`config.mk`:
```
export PLATFORM = sky130hd
export DESIGN_NAME = mux4_rr_arbiter_flat
export DESIGN_NICKNAME = d
export VERILOG_FILES = /design/src/rtl/mux4_rr_arbiter_if.sv /design/src/rtl/mux4_rr_arbiter.sv /design/src/flat_wrapper.sv
export SDC_FILE = /design/constraint.sdc
export NUM_CORES = 1
export LEC_CHECK = 0
export ABC_AREA = 1
export CAP_MARGIN = 20
export CORE_UTILIZATION = 31
export DETAILED_ROUTE_END_ITERATION = 12
export PLACE_DENSITY = 0.55
export SYNTH_ARGS = -nofsm -noshare
export SYNTH_HDL_FRONTEND = slang
export SYNTH_SLANG_ARGS = --single-unit
```
`constraint.sdc`:
```
create_clock -name clk -period 3 [get_ports clk]
set_clock_uncertainty 0.2 [all_clocks]
set_input_delay 0.6 -clock clk [delete_from_list [all_inputs] [get_ports clk]]
set_output_delay 0.6 -clock clk [all_outputs]
set_load 0.02 [all_outputs]
```
`src/rtl/mux4_rr_arbiter_if.sv`:
```
// Request/grant bus of the 4-way round-robin mux arbiter.
// The requester side drives req/d; the arbiter returns grant/sel/valid/y.
interface mux4_rr_arbiter_if;
  logic [3:0] req;
  logic [3:0] d;
  logic [3:0] grant;
  logic [1:0] sel;
  logic       valid;
  logic       y;

  modport master (output req, d, input grant, sel, valid, y);
  modport slave  (input req, d, output grant, sel, valid, y);
endinterface

```
`src/rtl/mux4_rr_arbiter.sv`:
```
// Round-robin arbiter sharing one 4:1 single-bit mux among four requesters.
// A hold limit forces rotation when another requester is waiting.
module mux4_rr_arbiter #(
  parameter int MAX_HOLD = 8,
  parameter int CNT_W    = 4
) (
  input  logic               clk,
  input  logic               rst,
  mux4_rr_arbiter_if.slave   bus
);

  localparam logic [0:0] S_IDLE  = 1'b0;
  localparam logic [0:0] S_GRANT = 1'b1;
  localparam logic [CNT_W-1:0] HOLD_LAST = CNT_W'(MAX_HOLD - 1);

  logic [0:0]       r_state;
  logic [1:0]       r_ptr;
  logic [CNT_W-1:0] r_cnt;
  logic [3:0]       r_grant;
  logic [1:0]       r_sel;
  logic             r_valid;

  logic [3:0] w_others;
  logic       w_release;
  logic [1:0] w_arb_ptr;
  logic [3:0] w_arb_req;
  logic [1:0] w_win;
  logic       w_found;

  assign w_others  = bus.req & ~r_grant;
  assign w_release = (r_state == S_GRANT) &&
                     (!bus.req[r_sel] || ((r_cnt == HOLD_LAST) && (w_others != 4'b0)));
  // On release the search already starts one past the outgoing owner.
  assign w_arb_ptr = w_release ? (r_sel + 2'd1) : r_ptr;
  assign w_arb_req = (r_state == S_IDLE) ? bus.req : w_others;

  always_comb begin
    logic [1:0] idx;
    w_win   = 2'd0;
    w_found = 1'b0;
    idx     = 2'd0;
    for (int i = 0; i < 4; i++) begin
      idx = w_arb_ptr + 2'(i);
      if (!w_found && w_arb_req[idx]) begin
        w_win   = idx;
        w_found = 1'b1;
      end
    end
  end

  always_ff @(posedge clk or posedge rst) begin
    if (rst) begin
      r_state <= S_IDLE;
      r_ptr   <= 2'd0;
      r_cnt   <= '0;
      r_grant <= 4'b0000;
      r_sel   <= 2'd0;
      r_valid <= 1'b0;
    end else begin
      case (r_state)
        S_IDLE: begin
          if (w_found) begin
            r_grant <= 4'b0001 << w_win;
            r_sel   <= w_win;
            r_valid <= 1'b1;
            r_cnt   <= '0;
            r_state <= S_GRANT;
          end
        end
        default: begin
          if (w_release) begin
            r_ptr <= r_sel + 2'd1;
            if (w_found) begin
              r_grant <= 4'b0001 << w_win;
              r_sel   <= w_win;
              r_cnt   <= '0;
            end else begin
              // sel deliberately keeps the last owner while idle
              r_grant <= 4'b0000;
              r_valid <= 1'b0;
              r_state <= S_IDLE;
            end
          end else if (r_cnt != HOLD_LAST) begin
            r_cnt <= r_cnt + 1'b1;
          end
        end
      endcase
    end
  end

  assign bus.grant = r_grant;
  assign bus.sel   = r_sel;
  assign bus.valid = r_valid;
  assign bus.y     = r_valid & bus.d[r_sel];

endmodule

```
`src/flat_wrapper.sv`:
```
// flat-port wrapper written by rule: the top's interface ports become plain ports
module mux4_rr_arbiter_flat 
#(
  parameter int MAX_HOLD = 8,
  parameter int CNT_W    = 4
)
  (clk, rst, bus_req, bus_d, bus_grant, bus_sel, bus_valid, bus_y);
  mux4_rr_arbiter_if bus_i ();
  input  logic clk;
  input  logic rst;
  input wire logic [$bits(bus_i.req)-1:0] bus_req;
  input wire logic [$bits(bus_i.d)-1:0] bus_d;
  output wire logic [$bits(bus_i.grant)-1:0] bus_grant;
  output wire logic [$bits(bus_i.sel)-1:0] bus_sel;
  output wire logic [$bits(bus_i.valid)-1:0] bus_valid;
  output wire logic [$bits(bus_i.y)-1:0] bus_y;
  assign bus_i.req = bus_req;
  assign bus_i.d = bus_d;
  assign bus_grant = bus_i.grant;
  assign bus_sel = bus_i.sel;
  assign bus_valid = bus_i.valid;
  assign bus_y = bus_i.y;
  mux4_rr_arbiter #(.MAX_HOLD(MAX_HOLD), .CNT_W(CNT_W)) u_core (.clk(clk), .rst(rst), .bus(bus_i));
endmodule
```
# Word-level counts from Yosys, hierarchy flattened
# Cells that the tools add are included.
# Widths: inputs -> output; s select.
word_totals:
  reg_bits: 14
  input_bits: 10
  out_inout_bits: 8
classes:
  addsub: 5
  magnitude_cmp: 5
  n_eq_ne: 5
  shift: 1
  muxes: 40
  bitwise: 3
  n_reduce_logical: 14
ops:
  columns: ["operator", "count"]
  rows:
  - ["$mux 4", 9]
  - ["$mux 1", 17]
  - ["$mux 2", 8]
  - ["$lt 2x3->1 const B", 5]
  - ["$bmux 1 s2", 6]
  - ["$logic_and 1x1->1", 5]
  - ["$add 2x1->2 const B", 2]
  - ["$add 2x2->2 const B", 2]
  - ["$add 4x1->4 const B", 1]
  - ["$and 4x4->4", 1]
  - ["$eq 4x3->1 const B", 1]
  - ["$logic_not 1->1", 4]
  - ["$ne 2x2->1 const B", 2]
  - ["$ne 4x3->1 const B", 1]
  - ["$not 4->4", 1]
  - ["$reduce_bool 4->1", 1]
  - ["$shl 1x2->4 const A", 1]
  - ["$ne 3x3->1 const B", 1]
  - ["$reduce_and 3->1", 1]
  - ["$reduce_and 2->1", 1]
  - ["$reduce_bool 2->1", 1]
  - ["$and 1x1->1", 1]
  - ["$logic_or 1x1->1", 1]

# Logic depth before layout (Yosys ltp)
depth:
  depth_word: 23
  mapped_depth: 21
  mapped_depth_nobuf: 20

# Worst setup path after synthesis
# No wires, ideal clock.
synth_path:
  path_type: "input to register"
  from: "in bus_req[0]"
  to: "reg u_core.r_grant[0] (netlist: u_core.bus.grant[0])"
  arrival_ps: 1962
  t_required_ps: 2684
  path_slack_ps: 722
  stages: 18
  path_buffers: 0
  path_cell_list: "nand2_1 > nand2_1 > o21ai_1 > nand2_4 > nand2_4 > nand2_4 > nand2_4 > nand2_2 > nand2_2 > nand2_1 > nand2_2 > nand2_1 > nor2_1 > nand2_2 > nand2_2 > nor2_1 > nand2_1 > nand2_1"
synth_via:
  elab_chain_len: 22
  word_cells_on_any_way: 43
  classes_between: "add/sub (3); eq/ne (1); shift (1); mux (24); bitwise (1); reduce/logical (13)"
synth_rtl:
  columns: ["item", "line_no", "rtl"]
  rows:
  - ["start, declared", "flat_wrapper.sv:11", "input wire logic [$bits(bus_i.req)-1:0] bus_req;"]
  - ["branches (longest 22 deep; another with $add 2x1->2)", null, null]
  - ["end signal, assigned", "mux4_rr_arbiter.sv:63", "r_grant <= 4'b0001 << w_win;"]
  - ["end signal, assigned", "mux4_rr_arbiter.sv:74", "r_grant <= 4'b0001 << w_win;"]
  - ["end, declared", "mux4_rr_arbiter.sv:19", "logic [3:0] r_grant;"]
# Parallel ways; which one is timed is not known. The select of a mux whose other input is x is not followed.
# A chain may end at the register's enable or synchronous reset.

# Worst setup path after layout
layout_path:
  from: "in bus_d[0]"
  to: "out bus_y"
layout_via:
  elab_chain_len: 3
layout_rtl:
  columns: ["item", "line_no", "rtl"]
  rows:
  - ["start, declared", "flat_wrapper.sv:12", "input wire logic [$bits(bus_i.d)-1:0] bus_d;"]
  - ["$bmux 1 s2", "mux4_rr_arbiter.sv:94", "assign bus.y = r_valid & bus.d[r_sel];"]
  - ["$mux 1 (implied by the code)", "mux4_rr_arbiter.sv:94", null]
  - ["$and 1x1->1", "mux4_rr_arbiter.sv:94", null]
  - ["end, declared", "flat_wrapper.sv:16", "output wire logic [$bits(bus_i.y)-1:0] bus_y;"]
# No other way between the ends. The select of a mux whose other input is x is not followed.

==> flow_summary.toml <==
[route]
ant_nets = 0
vias_per_cell = 4.88
routed_wl_mm = 2.79
drc = 0
routed-via-count = 1167
drtIter0Drc = 57
wl_per_cell_um = 11.7
drt-pass1-iter-count = 4

[placed_design]
gp_congestion = 0.846
io_buffer_count = 17
preCtsSetupSlack_ns = -0.0347
dp_cells = 235
placed_cell_area_mm2 = 0.00138
hpwl_mm = 2.32

[sta]
clock.fmax_mhz = 354
fin_ws_ns = 0.179
finalHoldViolCount = 0
rsz0062_at_grt = "false"
finalCriticalPeriod_ns = 2.82
drv_slew = 0
finalSetupViolCount = 0
slew_headroom_pct = 65.8
fin_crit_sh_pct = 94.0
worst_pin_slew_ns = 0.512

[clock_tree]
hold_buffers = 0
numCtsBuffers = 3
clock_sinks = 14
clk_pin_slew_ns = 0.06
htree_num_levels = 1
cts_tree = "yes"
postCtsSetupRepairBufs = 0
clockBufferDepth = 2
clk-insertion-delay-late_ns = 0.24
cts_root_buffer = "clkbuf_8"
cts_resized = 0

[synthesis]
seq_area_frac_synth_pct = 30.1
synth_cell_types = 25
ys.flop_type = "dfrtp_1"
netlist_area_mm2 = 0.00116
ys_ff_latch = 14
synthesis.nets = 184
netlist_instances = 173
yosys_warnings = 0
synth_edf_count = 0
synth_area_leader_cell = "dfrtp_1"
avgSynthCellArea_um2 = 6.73
synth_top_area_share_pct = 30.1
async_flop_share_pct = 100
synthTopCellsByCount = "nand2_1, inv_1, nand3_1, nand2_2, dfrtp_1"
synth_area_leaders = "dfrtp_1, nand2_1, nand3_1, nand2_2, inv_1"
yosysMostFrequentCell = "nand2_1"

[final_layout]
layout.cells.non_filler = 239
syn2layout_area_growth_pct = 23.3
drive_above_1_share_pct = 17.6
design_area_mm2 = 0.00144
n_antenna_cell = 0
nNetsFinal = 205

[setup_path]
end_kind = "output pin"
worstSetupPathType = "input pin to output pin"
path_max_fanout = 1
cpPeakStageDelay_ns = 0.62
cp_slowest_cell = "clkdlybuf4s50_1"
rr_endpoint = "u_core.r_cnt[0]"
required_ns = 2.20
cpLargestDelayFamily = "buffers and inverters"
cp.arrival_ns = 2.02
path_buf_inv = 2
crit_chain = "clkdlybuf4s50_1 -> nor2_1 -> nor2_1 -> o21ai_0 -> a21oi_1 -> clkdlybuf4s50_1"
startpoint_type = "input pin"
r2r.worst_path.cells = 17
rrSetupSlack_ns = 0.28
r2r_start = "u_core.r_cnt[0]"

[die]
row_count = 21
initial_utilization_pct = 33.5
ioPinCount = 18
die_y_um = 63.3
fp.dieW_um = 63.3
coreArea_mm2 = 0.00347
die-area_mm2 = 0.00400

[global_route]
antenna_found_initial = 0
gr-total-overflow = 0
grt_max_degree = 15
grt_pass1_wl_mm = 4.74
grtUsageTotal_pct = 14.6
grt_pass1_vias = 1093

[min_path]
whs_path_depth = 2
hp-class = "register to register"
hp-start = "u_core.r_cnt[1]"
min_to = "u_core.r_cnt[1]"

[run]
drv_cap = 0

[run_status]
outcome = "finished, final reports clean"
==> worst max path at each step <==
stage / from / to / slack [ns] / depth (start not counted)
2_1_floorplan: bus_req[0] / u_core.bus.grant[0] / 0.72 / 18
6_report: bus_d[0] / bus_y / 0.18 / 6
5_1_grt: bus_req[1] / u_core.r_cnt[0] / 0.02 / 19
3_5_place_dp: bus_req[3] / u_core.r_cnt[0] / -0.03 / 18
4_1_cts: bus_d[0] / bus_y / 0.16 / 6
3_3_place_gp: bus_req[1] / u_core.r_cnt[0] / -0.002 / 19
==> layer usage <==
layer / up-vias / GRT usage [%] / wire length (um)
met5: - / 0 / 0
li1: 596 / - / -
met2: 20 / 23.7 / 1280
met3: 5 / 1.09 / 62
met4: 0 / 4.55 / 51
met1: 546 / 20.6 / 1390
==> placed cells by master (no fill, tap or decap) <==
cell type and count:
nand2_1 48, inv_1 23, nand3_1 20, clkdlybuf4s50_1 17, nand2_2 15, dfrtp_1 14
nor2_1 11, o21ai_0 8, o21ai_1 6, nand2_4 6, clkbuf_8 4, nand4_1 3
nor2_2 2, inv_4 2, nand3_2 2, a21oi_1 2, xnor2_1 1, o22ai_1 1
nand4_4 1, a22oi_1 1, inv_2 1, or2_2 1, a21boi_1 1, o31ai_1 1
nand3b_1 1, ha_1 1
==> logic make-up (layout without fill, tap and decap cells) <==
logic type	after synthesis	after routing	synth area share, %
simple gates	110	110	48.9
flops	14	14	30.1
xor+xnor	1	1	0.753
compound gates	20	20	9.36
buf+inv	27	47	9.78
fa+ha+maj	1	1	1.08
==> layout make-up <==
class | instances | area [um2]
Clock buffer | 4 | 55.1
Fill cell | 384 | 2030
Inverter | 26 | 103
Multi-Input combinational cell | 132 | 699
Sequential cell | 14 | 350
Tap cell | 46 | 57.6
Timing Repair Buffer | 17 | 170
==> flip-flops by register name, indices dropped and copies added (netlist names) <==
signal and cells:
u_core.r_state 1, u_core.bus.sel 2, u_core.r_ptr 2, u_core.r_cnt 4, u_core.bus.valid 1, u_core.bus.grant 4
==> stage by stage <==
step	hold slack, ns	utilization, %	setup TNS (ns)
global route	0.336	41.4	0
finish	0.313	41.4	0
CTS	0.315	41.4	0
floorplan	0.267	-	0
global placement	0.290	39.8	-0.00190
detailed placement	0.300	39.8	-0.0347
==> worst min-delay path: cells and delay by family (launching register included) <==
kind	cells	cell delay (ns)
DFF	1	0.37
and+or+nand+nor	2	0.11
Power is left out: the tool's default activity adds up to more than one toggle a clock period on the data nets, which glitch-free logic cannot reach.
